$ cat src/rtl/cnt_ctrl_pkg.sv
// Shared types and idle levels for the cascaded 74x193 counter controller.
package cnt_ctrl_pkg;

    typedef enum logic [2:0] {
        ST_IDLE,
        ST_UP_LO,
        ST_DN_LO,
        ST_LD_LO,
        ST_CLR_HI,
        ST_SETTLE
    } state_t;

    typedef enum logic [2:0] {
        OP_NOP,
        OP_CLR,
        OP_LOAD,
        OP_INC,
        OP_DEC
    } op_t;

    localparam logic CPU_IDLE = 1'b1;
    localparam logic CPD_IDLE = 1'b1;
    localparam logic PL_IDLE  = 1'b1;
    localparam logic MR_IDLE  = 1'b0;

endpackage

$ cat src/rtl/cnt_ctrl_if.sv
// Request/status bus between a host and the counter controller.
interface cnt_ctrl_if;

    logic       req_clr;
    logic       req_load;
    logic       req_inc;
    logic       req_dec;
    logic [7:0] load_data;
    logic       ready;
    logic       done;
    logic [7:0] value;
    logic       err;

    modport master (
        output req_clr, req_load, req_inc, req_dec, load_data,
        input  ready, done, value, err
    );

    modport slave (
        input  req_clr, req_load, req_inc, req_dec, load_data,
        output ready, done, value, err
    );

endinterface

$ cat src/rtl/cnt_ctrl_prio.sv
// Fixed-priority request selection: clr > load > inc > dec; inc with dec cancels to NOP.
module cnt_ctrl_prio
    import cnt_ctrl_pkg::*;
(
    input  logic req_clr,
    input  logic req_load,
    input  logic req_inc,
    input  logic req_dec,
    output op_t  op
);

    always_comb begin
        op = OP_NOP;
        if (req_clr) begin
            op = OP_CLR;
        end else if (req_load) begin
            op = OP_LOAD;
        end else if (req_inc && !req_dec) begin
            op = OP_INC;
        end else if (req_dec && !req_inc) begin
            op = OP_DEC;
        end
    end

endmodule

$ cat src/rtl/counter_ctrl_193.sv
// Drives a cascaded 74x193 pair one operation at a time; every output is a flop.
// Define CNT_CTRL_CHECK_EN to compare cnt_q with the shadow value in the done cycle (sticky err).
module counter_ctrl_193
    import cnt_ctrl_pkg::*;
(
    input  logic             clk,
    input  logic             rst,
    cnt_ctrl_if.slave        bus,
    output logic             cnt_cpu,
    output logic             cnt_cpd,
    output logic             cnt_pl,
    output logic             cnt_mr,
    output logic [7:0]       cnt_d,
    input  logic [7:0]       cnt_q
);

    state_t     state_q, state_d;
    logic       cpu_q, cpu_d;
    logic       cpd_q, cpd_d;
    logic       pl_q, pl_d;
    logic       mr_q, mr_d;
    logic [7:0] cnt_d_q, cnt_d_d;
    logic [7:0] value_q, value_d;
    logic       done_q, done_d;
    logic       ready_q, ready_d;
    logic       any_req;
    op_t        op;

    cnt_ctrl_prio u_prio (
        .req_clr  (bus.req_clr),
        .req_load (bus.req_load),
        .req_inc  (bus.req_inc),
        .req_dec  (bus.req_dec),
        .op       (op)
    );

    assign any_req = bus.req_clr | bus.req_load | bus.req_inc | bus.req_dec;

    // Each op drives its strobe for one state, then SETTLE lets the counter settle before done.
    always_comb begin
        state_d = state_q;
        cpu_d   = CPU_IDLE;
        cpd_d   = CPD_IDLE;
        pl_d    = PL_IDLE;
        mr_d    = MR_IDLE;
        cnt_d_d = cnt_d_q;
        value_d = value_q;
        done_d  = 1'b0;
        case (state_q)
            ST_IDLE: begin
                if (ready_q && any_req) begin
                    case (op)
                        OP_CLR: begin
                            state_d = ST_CLR_HI;
                            mr_d    = 1'b1;
                        end
                        OP_LOAD: begin
                            state_d = ST_LD_LO;
                            pl_d    = 1'b0;
                            cnt_d_d = bus.load_data;
                        end
                        OP_INC: begin
                            state_d = ST_UP_LO;
                            cpu_d   = 1'b0;
                        end
                        OP_DEC: begin
                            state_d = ST_DN_LO;
                            cpd_d   = 1'b0;
                        end
                        default: state_d = ST_SETTLE;
                    endcase
                end
            end
            ST_UP_LO: begin
                state_d = ST_SETTLE;
                value_d = value_q + 8'd1;
            end
            ST_DN_LO: begin
                state_d = ST_SETTLE;
                value_d = value_q - 8'd1;
            end
            ST_LD_LO: begin
                state_d = ST_SETTLE;
                value_d = cnt_d_q;
            end
            ST_CLR_HI: begin
                state_d = ST_SETTLE;
                value_d = 8'h00;
            end
            ST_SETTLE: begin
                state_d = ST_IDLE;
                done_d  = 1'b1;
            end
            default: state_d = ST_IDLE;
        endcase
        ready_d = (state_d == ST_IDLE);
    end

    // Reset forces every strobe to idle except master reset, which masks any count edge.
    always_ff @(posedge clk) begin
        if (rst) begin
            state_q <= ST_IDLE;
            cpu_q   <= CPU_IDLE;
            cpd_q   <= CPD_IDLE;
            pl_q    <= PL_IDLE;
            mr_q    <= 1'b1;
            cnt_d_q <= 8'h00;
            value_q <= 8'h00;
            done_q  <= 1'b0;
            ready_q <= 1'b0;
        end else begin
            state_q <= state_d;
            cpu_q   <= cpu_d;
            cpd_q   <= cpd_d;
            pl_q    <= pl_d;
            mr_q    <= mr_d;
            cnt_d_q <= cnt_d_d;
            value_q <= value_d;
            done_q  <= done_d;
            ready_q <= ready_d;
        end
    end

`ifdef CNT_CTRL_CHECK_EN
    logic err_q, err_d;

    // Comparing while in SETTLE makes err rise on the same edge as done.
    always_comb begin
        err_d = err_q | ((state_q == ST_SETTLE) && (cnt_q != value_q));
    end

    always_ff @(posedge clk) begin
        if (rst) begin
            err_q <= 1'b0;
        end else begin
            err_q <= err_d;
        end
    end

    assign bus.err = err_q;
`else
    logic unused_cnt_q;
    assign unused_cnt_q = ^cnt_q;
    assign bus.err      = 1'b0;
`endif

    assign cnt_cpu   = cpu_q;
    assign cnt_cpd   = cpd_q;
    assign cnt_pl    = pl_q;
    assign cnt_mr    = mr_q;
    assign cnt_d     = cnt_d_q;
    assign bus.value = value_q;
    assign bus.done  = done_q;
    assign bus.ready = ready_q;

endmodule
$ cat src/flat_wrapper.sv
// flat-port wrapper written by rule: the top's interface ports become plain ports
module counter_ctrl_193_flat import cnt_ctrl_pkg::*;
  (clk, rst, cnt_cpu, cnt_cpd, cnt_pl, cnt_mr, cnt_d, cnt_q, bus_req_clr, bus_req_load, bus_req_inc, bus_req_dec, bus_load_data, bus_ready, bus_done, bus_value, bus_err);
  cnt_ctrl_if bus_i ();
  input  logic clk;
  input  logic rst;
  output logic cnt_cpu;
  output logic cnt_cpd;
  output logic cnt_pl;
  output logic cnt_mr;
  output logic [7:0] cnt_d;
  input  logic [7:0] cnt_q;
  input wire logic [$bits(bus_i.req_clr)-1:0] bus_req_clr;
  input wire logic [$bits(bus_i.req_load)-1:0] bus_req_load;
  input wire logic [$bits(bus_i.req_inc)-1:0] bus_req_inc;
  input wire logic [$bits(bus_i.req_dec)-1:0] bus_req_dec;
  input wire logic [$bits(bus_i.load_data)-1:0] bus_load_data;
  output wire logic [$bits(bus_i.ready)-1:0] bus_ready;
  output wire logic [$bits(bus_i.done)-1:0] bus_done;
  output wire logic [$bits(bus_i.value)-1:0] bus_value;
  output wire logic [$bits(bus_i.err)-1:0] bus_err;
  assign bus_i.req_clr = bus_req_clr;
  assign bus_i.req_load = bus_req_load;
  assign bus_i.req_inc = bus_req_inc;
  assign bus_i.req_dec = bus_req_dec;
  assign bus_i.load_data = bus_load_data;
  assign bus_ready = bus_i.ready;
  assign bus_done = bus_i.done;
  assign bus_value = bus_i.value;
  assign bus_err = bus_i.err;
  counter_ctrl_193 u_core (.clk(clk), .rst(rst), .bus(bus_i), .cnt_cpu(cnt_cpu), .cnt_cpd(cnt_cpd), .cnt_pl(cnt_pl), .cnt_mr(cnt_mr), .cnt_d(cnt_d), .cnt_q(cnt_q));
endmodule
$ cat config.mk
export PLATFORM = sky130hd
export DESIGN_NAME = counter_ctrl_193_flat
export DESIGN_NICKNAME = d
export VERILOG_FILES = /design/src/rtl/cnt_ctrl_pkg.sv /design/src/rtl/cnt_ctrl_if.sv /design/src/rtl/cnt_ctrl_prio.sv /design/src/rtl/counter_ctrl_193.sv /design/src/flat_wrapper.sv
export SDC_FILE = /design/constraint.sdc
export NUM_CORES = 1
export LEC_CHECK = 0
export CAP_MARGIN = 30
export CORE_MARGIN = 2
export CORE_UTILIZATION = 30
export DETAILED_ROUTE_END_ITERATION = 8
export SETUP_SLACK_MARGIN = 0.05
export SYNTH_ARGS = -nofsm -noshare
export SYNTH_HDL_FRONTEND = slang
export SYNTH_HIERARCHICAL = 1
export SYNTH_SLANG_ARGS = --single-unit
$ cat constraint.sdc
create_clock -name clk -period 2.7 [get_ports clk]
set_input_delay 0.54 -clock clk [delete_from_list [all_inputs] [get_ports clk]]
set_output_delay 0.54 -clock clk [all_outputs]
set_load 0.005 [all_outputs]
==> out/qor.yml <==
vias_per_cell: 5.26
grt_pass1_wl_mm: 5.55
yosysTopAreaCellShare: 0.358
io_pins: 45
synth_edf_count: 0
htree_levels: 1
synthCells: 151
tightest_slew_ns: 0.548
layout.nets: 217
synth_top_family_by_area: "simple AND/OR/NAND/NOR gates"
detail-route-antenna-nets: 0
dieWidth_microns: 72.3
multi_input_area_sq_um: 830
track_usage: 0.136
antenna_found_initial: 0
firstDrtPassIters: 4
drv_slew: 0
ir_drop_mv: 0.303
crit_required_ns: 2.87
fillers: 441
yosys_most_used_dff: "dfxtp_1"
ys_top_cells_by_area: "dfxtp_1 (36%), mux2i_1 (7.2%), nor2_1 (5.6%)"
cts_sinks: 25
yosysSeqAreaShare: 0.358
critPathMostFrequentCell: "nand2_1"
fmax_ghz: 0.463
slowest_delay_ns: 0.34
gp_congestion: 0.786
portBuffers: 35
drive_gt1_frac: 0.102
p_leak_nw: 0.760
finish.utilization: 0.416
clk_path_buf_depth: 2
cap_violations: 0
setup_viol: 0
finalClockSkew_ns: 0.00234
start_kind: "register"
synth-async-reset-ratio: 0
die_height_microns: 72.3
tns_ns: 0
cellPowerDensity_mw_per_mm2: 705
synthesis.area_sq_mm: 0.00140
hold_viol: 0
grt_remaining_overflow: 0
post_cts_buffers: 0
rsz0062_at_grt: "no"
status: "finished, final reports clean"
synth_largest_area_cell: "dfxtp_1"
die_area_sq_mm: 0.00522
synthAdderAreaFrac: 0.0680
synth.distinct_cells: 46
avgRoutedWirePerCell_microns: 14.3
cts_buffers: 3
relSlewSlack: 0.634
synth_compound_area_frac: 0.186
syn_to_final_growth_pct: 31.3
worstPathArrival_ns: 2.33
fin_crit_sh: 0.799
synth_mux_area_frac: 0.0716
drc: 0
maxUsedRoutingLayer: "met4"
hpwl_mm: 2.64
synth_xor_xnor_area_share: 0.0501
core_sq_mm: 0.00441
diodes: 0
hp-class: "reg2reg"
regArea_sq_um: 500
met2_length_mm: 1.63
path_max_fanout: 6
crit_path_end_kind: "register"
dr_wl_met3_microns: 133
ys_ff_latch: 25
fp-row-count: 24
cts.clk_slew.worst_paths_ns: 0.09
start_util: 0.317
drt_wl_total_mm: 3.41
synth-simple-area-share: 0.215
slowest_stage: "dfxtp_1"
drt-initial-drc-count: 49
grt_max_degree: 14
synth_fp_nets: 180
tritoncts: "built"
root_buffer: "clkbuf_8"
yosysWarnings: 6
path_class: "reg2reg"
clock_latency_ns: 0.28
grt_pass1_vias: 1211
syn_area_per_cell_sq_um: 9.26
cts_hold_buffers: 0
wirelength_met1_mm: 1.58
post-route-min-period_ns: 2.16
vias: 1258
cts-resized-gates: 0
path_cells: "nor2_4 -> nand2_1 -> inv_1 -> ha_1 -> a21oi_1 -> nand2_1 -> xor2_1 -> a222oi_1 -> nor2_1"
-- placed cells by master, fill, tap and decap left out, types with 4 or more instances in the layout --
| master | n |
|---|---|
| a21oi_1 | 10 |
| buf_4 | 4 |
| clkdlybuf4s50_1 | 35 |
| dfxtp_1 | 25 |
| ha_1 | 6 |
| inv_1 | 4 |
| mux2i_1 | 10 |
| nand2_1 | 9 |
| nor2_1 | 21 |
| o21ai_0 | 4 |
| o221ai_1 | 4 |
| xor2_1 | 6 |
-- worst max-delay path: cells and delay by family (launching register included) --
family,cells,cell delay [ns]
fa+ha+maj,1,0.32
flops,1,0.34
buf+inv,1,0.21
simple gates,4,0.47
compound gates,2,0.53
xor+xnor,1,0.18
-- where the power goes --
part / internal, mW / total (mW) / switching (mW)
combinational: 0.278 / 0.565 / 0.287
clock: 0.106 / 0.233 / 0.127
sequential: 0.433 / 0.496 / 0.0621
total: 0.818 / 1.29 / 0.476
-- final cells by class --
class / instances / share of cell area
Clock buffer: 4 / 0.0245
Sequential cell: 25 / 0.273
Inverter: 4 / 0.00818
Timing Repair Buffer: 39 / 0.207
Multi-Input combinational cell: 115 / 0.452
Tap cell: 52 / 0.0354
-- cell usage after synthesis (2+ instances only) --
master    count
nor3_1        2
o221a_2       2
nand2_1       9
inv_1         4
mux2i_1      10
a31oi_1       2
o211ai_1      3
nor2b_1       2
a21o_1        2
nor2_1       21
xnor2_1       2
buf_4         2
clkbuf_1      2
buf_2         2
xor2_1        6
nand3_1       3
o21ai_0       4
o21a_1        2
nand2b_1      3
dfxtp_1      25
a21oi_1      10
o221ai_1      4
ha_1          6
-- flip-flops by register name, indices dropped and copies added, names as in the netlist --
name and count:
u_core/cnt_mr 1, u_core/cnt_pl 1, u_core/bus.value 8, u_core/bus.ready 1, u_core/cnt_cpd 1, u_core/state_q 3, u_core/cnt_cpu 1, u_core/bus.done 1
u_core/cnt_d 8
-- through the flow --
| step | setup WS (ns) | hold slack, ns | cells | area [sq um] | power (mW) |
|---|---|---|---|---|---|
| 3_3_place_gp | 0.358 | 0.522 | 235 | 1790 | 1.04 |
| 6_report | 0.542 | 0.554 | 239 | 1840 | 1.29 |
| 5_1_grt | 0.341 | 0.579 | 239 | 1840 | 1.38 |
| 3_5_place_dp | 0.307 | 0.533 | 235 | 1790 | 1.06 |
| 2_1_floorplan | 0.730 | 0.511 | 151 | 1400 | 0.859 |
| 4_1_cts | 0.532 | 0.555 | 239 | 1840 | 1.30 |
-- path summary, 6_finish.rpt --
check | to | slack, ns | start | cells after the start
worst max-delay path | u_core/bus.value[3] | 0.54 | u_core/state_q[2] | 9
worst min-delay path | u_core/cnt_d[4] | 0.55 | u_core/cnt_d[4] | 2
worst max register to register | u_core/bus.value[3] | 0.54 | u_core/state_q[2] | 9
worst min register to register | u_core/cnt_d[4] | 0.55 | u_core/cnt_d[4] | 2
-- routing by layer --
layer  up-vias  global-route usage
met2        32               0.223
li1        615                   -
met3         6              0.0181
met4         0              0.0692
met1       605               0.175
met5         -                   0
-- cell families after synthesis --
kind of cell,count (synthesis)
compound gates,37
xor+xnor,8
fa+ha+maj,7
buf+inv,11
flops,25
mux,10
other cells,1
simple gates,52
Note: power is estimated with default switching activity, not from simulation.
